<file path="src/rtl/multi_edge_strobe_if.sv">
// Bundle of the enable/mode/input/clear controls and the strobe/pending/level/irq
// status lines of the multi-channel edge detector.
interface multi_edge_strobe_if #(
    parameter int CHANNELS = 8
);
    logic                    enable;
    logic [2*CHANNELS-1:0]   mode;
    logic [CHANNELS-1:0]     signal;
    logic [CHANNELS-1:0]     clear;
    logic [CHANNELS-1:0]     edge_strb;
    logic [CHANNELS-1:0]     pending;
    logic [CHANNELS-1:0]     level;
    logic                    irq;

    // Driver side: owns the controls and the raw input lines.
    modport master (
        output enable, mode, signal, clear,
        input  edge_strb, pending, level, irq
    );

    // Detector side: consumes the controls, produces status.
    modport slave (
        input  enable, mode, signal, clear,
        output edge_strb, pending, level, irq
    );
endinterface

</file>
<file path="src/rtl/multi_edge_strobe.sv">
// N-channel edge detector: each asynchronous input is synchronised, debounced,
// and turned into a one-cycle strobe on its rising, falling or both edges.
// Strobes set sticky write-1-to-clear pending flags; irq is the OR of them.
module multi_edge_strobe #(
    parameter int CHANNELS    = 8,
    parameter int SYNC_STAGES = 2,
    parameter int DEBOUNCE    = 4,
    parameter int CNT_W       = 3
) (
    input  logic                 clk,
    input  logic                 reset,
    multi_edge_strobe_if.slave   bus
);

    localparam logic [CNT_W-1:0] CNT_LAST = CNT_W'(DEBOUNCE - 1);
    localparam logic [CNT_W-1:0] CNT_ONE  = CNT_W'(1);

    // Per-channel edge selection: mode bit 0 enables rise, bit 1 enables fall.
    function automatic logic edge_hit(input logic [1:0] m, input logic r, input logic f);
        return (m[0] & r) | (m[1] & f);
    endfunction

    logic [CHANNELS-1:0] sync_p0 [SYNC_STAGES];
    logic [CHANNELS-1:0] sync_out;
    logic [CNT_W-1:0]    cnt_p1  [CHANNELS];
    logic [CHANNELS-1:0] level_p1;
    logic [CHANNELS-1:0] level_dly_p2;
    logic [CHANNELS-1:0] rise;
    logic [CHANNELS-1:0] fall;
    logic [CHANNELS-1:0] strb_d;
    logic [CHANNELS-1:0] strb_p3;
    logic [CHANNELS-1:0] pending_p4;

    // Stage 0: plain flop chain bringing the raw lines into the clock domain.
    always_ff @(posedge clk or posedge reset) begin
        if (reset) begin
            for (int k = 0; k < SYNC_STAGES; k++) sync_p0[k] <= '0;
        end else begin
            sync_p0[0] <= bus.signal;
            for (int k = 1; k < SYNC_STAGES; k++) sync_p0[k] <= sync_p0[k-1];
        end
    end

    assign sync_out = sync_p0[SYNC_STAGES-1];

    // Stage 1: accept a new level only after it has persisted DEBOUNCE cycles;
    // any return to the current level restarts the count.
    always_ff @(posedge clk or posedge reset) begin
        if (reset) begin
            level_p1 <= '0;
            for (int i = 0; i < CHANNELS; i++) cnt_p1[i] <= '0;
        end else begin
            for (int i = 0; i < CHANNELS; i++) begin
                if (sync_out[i] == level_p1[i]) begin
                    cnt_p1[i] <= '0;
                end else if (cnt_p1[i] == CNT_LAST) begin
                    level_p1[i] <= sync_out[i];
                    cnt_p1[i]   <= '0;
                end else begin
                    cnt_p1[i] <= cnt_p1[i] + CNT_ONE;
                end
            end
        end
    end

    // Stage 2: delayed copy of the filtered level for edge extraction.
    always_ff @(posedge clk or posedge reset) begin
        if (reset) level_dly_p2 <= '0;
        else       level_dly_p2 <= level_p1;
    end

    assign rise = level_p1 & ~level_dly_p2;
    assign fall = ~level_p1 & level_dly_p2;

    // Edge qualification by global enable and per-channel mode; edges are only
    // one cycle wide, so edges seen while disabled or masked are simply lost.
    always_comb begin
        strb_d = '0;
        for (int i = 0; i < CHANNELS; i++) begin
            strb_d[i] = bus.enable & edge_hit(bus.mode[2*i +: 2], rise[i], fall[i]);
        end
    end

    // Stage 3: registered one-cycle strobes.
    always_ff @(posedge clk or posedge reset) begin
        if (reset) strb_p3 <= '0;
        else       strb_p3 <= strb_d;
    end

    // Stage 4: sticky pending flags; a strobe wins over a simultaneous clear.
    always_ff @(posedge clk or posedge reset) begin
        if (reset) pending_p4 <= '0;
        else       pending_p4 <= strb_p3 | (pending_p4 & ~bus.clear);
    end

    assign bus.edge_strb = strb_p3;
    assign bus.pending   = pending_p4;
    assign bus.level     = level_p1;
    assign bus.irq       = |pending_p4;

endmodule

</file>
<file path="src/flat_wrapper.sv">
// flat-port wrapper written by rule: the top's interface ports become plain ports
module multi_edge_strobe_flat 
#(
    parameter int CHANNELS    = 8,
    parameter int SYNC_STAGES = 2,
    parameter int DEBOUNCE    = 4,
    parameter int CNT_W       = 3
)
  (clk, reset, bus_enable, bus_mode, bus_signal, bus_clear, bus_edge_strb, bus_pending, bus_level, bus_irq);
  multi_edge_strobe_if #(.CHANNELS(CHANNELS)) bus_i ();
  input  logic clk;
  input  logic reset;
  input wire logic [$bits(bus_i.enable)-1:0] bus_enable;
  input wire logic [$bits(bus_i.mode)-1:0] bus_mode;
  input wire logic [$bits(bus_i.signal)-1:0] bus_signal;
  input wire logic [$bits(bus_i.clear)-1:0] bus_clear;
  output wire logic [$bits(bus_i.edge_strb)-1:0] bus_edge_strb;
  output wire logic [$bits(bus_i.pending)-1:0] bus_pending;
  output wire logic [$bits(bus_i.level)-1:0] bus_level;
  output wire logic [$bits(bus_i.irq)-1:0] bus_irq;
  assign bus_i.enable = bus_enable;
  assign bus_i.mode = bus_mode;
  assign bus_i.signal = bus_signal;
  assign bus_i.clear = bus_clear;
  assign bus_edge_strb = bus_i.edge_strb;
  assign bus_pending = bus_i.pending;
  assign bus_level = bus_i.level;
  assign bus_irq = bus_i.irq;
  multi_edge_strobe #(.CHANNELS(CHANNELS), .SYNC_STAGES(SYNC_STAGES), .DEBOUNCE(DEBOUNCE), .CNT_W(CNT_W)) u_core (.clk(clk), .reset(reset), .bus(bus_i));
endmodule
</file>
<file path="config.mk">
export PLATFORM = sky130hd
export DESIGN_NAME = multi_edge_strobe_flat
export DESIGN_NICKNAME = d
export VERILOG_FILES = /design/src/rtl/multi_edge_strobe_if.sv /design/src/rtl/multi_edge_strobe.sv /design/src/flat_wrapper.sv
export SDC_FILE = /design/constraint.sdc
export NUM_CORES = 1
export LEC_CHECK = 0
export ABC_AREA = 1
export CAP_MARGIN = 20
export CORE_ASPECT_RATIO = 0.75
export CORE_MARGIN = 2
export CORE_UTILIZATION = 45
export DETAILED_ROUTE_END_ITERATION = 6
export HOLD_SLACK_MARGIN = 0.15
export PLACE_DENSITY = 0.83
export SLEW_MARGIN = 20
export SYNTH_ARGS = -nofsm -noshare
export SYNTH_HDL_FRONTEND = slang
export SYNTH_SLANG_ARGS = --single-unit
</file>
<file path="constraint.sdc">
create_clock -name clk -period 6.77 [get_ports clk]
set_input_delay 1.6925 -clock clk [delete_from_list [all_inputs] [get_ports clk]]
set_output_delay 1.6925 -clock clk [all_outputs]
set_load 0.05 [all_outputs]
</file>
==> out/metrics.yaml <==
pwr:
  seqPwrFrac_pct: 41.5
  pwr-share-comb_pct: 37.8
  clockPowerShare_pct: 20.7
  p_int_w: 0.000940
  power_switching_w: 0.000594
  irDropWorstVdd_uv: 227
  p_sw_share_pct: 38.7
  leakage_nw: 1.69
  powerDensity_nw_per_um2: 437
setup_path:
  path_max_fanout: 3
  r2r_cells: 3
  regToRegSetupSlack_ns: 5.78
  r2r-end: "u_core.cnt_p1[2]"
  start_kind: "register"
  critPathKind: "register to primary output"
  worstPathCellList: "nor2_1 -> nand4_1 -> clkdlybuf4s50_1"
  worstPathRequired_ns: 5.08
  critPathCaptureType: "primary output"
  cp_data_arrival_time_ns: 1.64
  r2r_start: "u_core.cnt_p1[0]"
  crit_path_top_delay_cell: "clkdlybuf4s50_1"
  slowest_delay_ns: 0.80
die:
  num_rows: 24
  dieArea_um2: 6480
  start_util_pct: 45.9
  die_y_um: 70.2
  pin_count: 60
  die_x_um: 92.3
  core_um2: 5740
status:
  outcome: "complete, no violations"
sta:
  hold_ws_ns: 0.349
  timing.final.crit_share_pct: 49.2
  finalSetupViolCount: 0
  grt_setup_unrepaired: "false"
  slew_violations: 0
  clock.fmax_mhz: 300
  timing.final.hold_violations: 0
  worst_clock_skew_ns: 0.00464
  worstMarginPinSlew_ns: 0.855
  min_period_ns: 3.33
  fin_setup_tns_ns: 0
  max_slew_margin_pct: 43.0
synthesis:
  synth.distinct_cells: 11
  seq_area_frac_synth_pct: 68.5
  ys_ff_latch: 72
  syn_nets: 282
  synth_area_um2: 2630
  synthCells: 239
  synth_warnings: 0
  avgSynthCellArea_um2: 11.0
cells_and_area:
  fillers: 481
  multi_input_area_um2: 661
  diodes: 0
  drive_gt1_share_pct: 5.10
  seqCellArea_um2: 1800
  area_delta_synth_final_pct: 33.5
  nNetsFinal: 353
run:
  cap_violations: 0
routing:
  num_vias: 1745
  wire_per_inst_um: 11.3
  drtPass1Iterations: 4
  vias_per_cell: 4.45
  drc_errors: 0
  drtIter0Drc: 79
  ant_nets: 0
  wirelength_um: 4440
place:
  port_buffers: 59
  place_congestion: 0.721
  post-dp-hpwl_um: 3210
cts:
  cts_hold_buf: 0
  clk_latency_ns: 0.33
  root_buffer: "clkbuf_8"
  numCtsBuffers: 9
  cts_tree: "done"
  cts_sinks: 72
  ctsResizeCount: 0
  clk_pin_slew_worst_paths_ns: 0.07
  htree_levels: 3
  cts_setup_buffers: 0
  cts_buffer_depth: 2
global_route:
  gr-total-overflow: 0
  grt_max_degree: 73
  grt_pass1_vias: 1726
  grt_pass1_wl_um: 7690
  grt_antenna_before_repair: 0
  grt_usage_pct: 15.8
min_path:
  worstHoldEndpoint: "u_core.sync_out[1]"
  min_path_cells: 0
  holdCritStartpoint: "u_core.sync_p0[9]"
  hp-class: "register to register"
-- registers in the layout, indices dropped and copies added, names as in the netlist --
| name | flops |
|---|---|
| u_core.bus.level | 8 |
| u_core.sync_out | 8 |
| u_core.level_dly_p2 | 8 |
| u_core.cnt_p1 | 24 |
| u_core.bus.edge_strb | 8 |
| u_core.sync_p0 | 8 |
| u_core.bus.pending | 8 |
-- final cells by class --
type                            instances  share of cell area [%]
Multi-Input combinational cell        122                    18.8
Sequential cell                        72                    51.3
Timing Repair Buffer                   60                    17.0
Clock inverter                          4                    1.28
Clock buffer                           11                    4.02
Tap cell                               78                    2.78
Inverter                               45                    4.81
-- logic make-up (layout without fill, tap and decap cells) --
logic type      Yosys count  after routing  synth area share, %
compound gates           24             24                 5.33
xor+xnor                  8              8                 2.66
fa+ha+maj                 8              8                 3.80
buf+inv                  45            120                 6.42
flops                    72             72                 68.5
simple gates             82             82                 13.3
-- placed cells by master, fill, tap and decap left out --
cell type / count
inv_2: 1
clkinv_2: 3
clkbuf_8: 10
nand2_1: 21
nand3_1: 16
bufinv_16: 1
a21oi_1: 16
nor2_1: 36
dfrtp_1: 72
or2_1: 8
nand4_1: 1
clkbuf_1: 1
inv_1: 44
o21bai_1: 8
buf_4: 1
clkdlybuf4s50_1: 59
ha_1: 8
xnor2_1: 8
-- power by group through the flow --
stage	sequential [W]	clock [W]	combinational (W)
after floorplan	0.000823	0	0.000211
after global placement	0.000635	0	0.000579
after detailed placement	0.000648	0	0.000584
after CTS	0.000639	0.000329	0.000588
after global routing	0.000658	0.000354	0.000632
final	0.000637	0.000317	0.000580
-- critical path, delay by kind of cell (launching register included) --
kind | cells | cell delay (ns)
AND/OR/NAND/NOR | 2 | 0.14
buffers and inverters | 1 | 0.80
flip-flops | 1 | 0.38
-- through the flow --
step	area, µm²	power, W	util (%)	worst slack (ns)	cells
final	3510	0.00153	61.3	3.44	392
after global routing	3510	0.00164	61.3	3.37	392
after detailed placement	3330	0.00123	58.0	3.78	377
after floorplan	2630	0.00103	-	3.25	239
after global placement	3330	0.00121	58.0	3.78	377
after CTS	3510	0.00156	61.3	3.41	392
-- cells in the mapped netlist (all sizes together) --
library cell / instances / area (µm²)
xnor2: 8 / 70.1
nor2: 36 / 135
o21bai: 8 / 60.1
inv: 45 / 169
nand4: 1 / 6.26
nand2: 21 / 78.8
ha: 8 / 100
nand3: 16 / 80.1
or2: 8 / 50.1
a21oi: 16 / 80.1
dfrtp: 72 / 1800
-- per-layer routing --
layer  wire length, µm  vias up  GRT usage (%)
li1                  -      877              -
met1              2020      817           19.6
met2              2100       45           24.6
met3               279        6           7.87
met4                42        0           4.48
met5                 0        -              0
-- worst max path at each step --
stage / endpoint / cells after the start / slack [ns] / startpoint
3_3_place_gp: bus_irq / 3 / 3.78 / u_core.bus.pending[1]
5_1_grt: bus_irq / 3 / 3.37 / u_core.bus.pending[6]
4_1_cts: bus_irq / 3 / 3.41 / u_core.bus.pending[1]
6_report: bus_irq / 3 / 3.44 / u_core.bus.pending[0]
3_5_place_dp: bus_irq / 3 / 3.78 / u_core.bus.pending[1]
2_1_floorplan: u_core.bus.edge_strb[0] / 1 / 3.25 / reset
No activity file was read; power rests on OpenSTA's default activity.
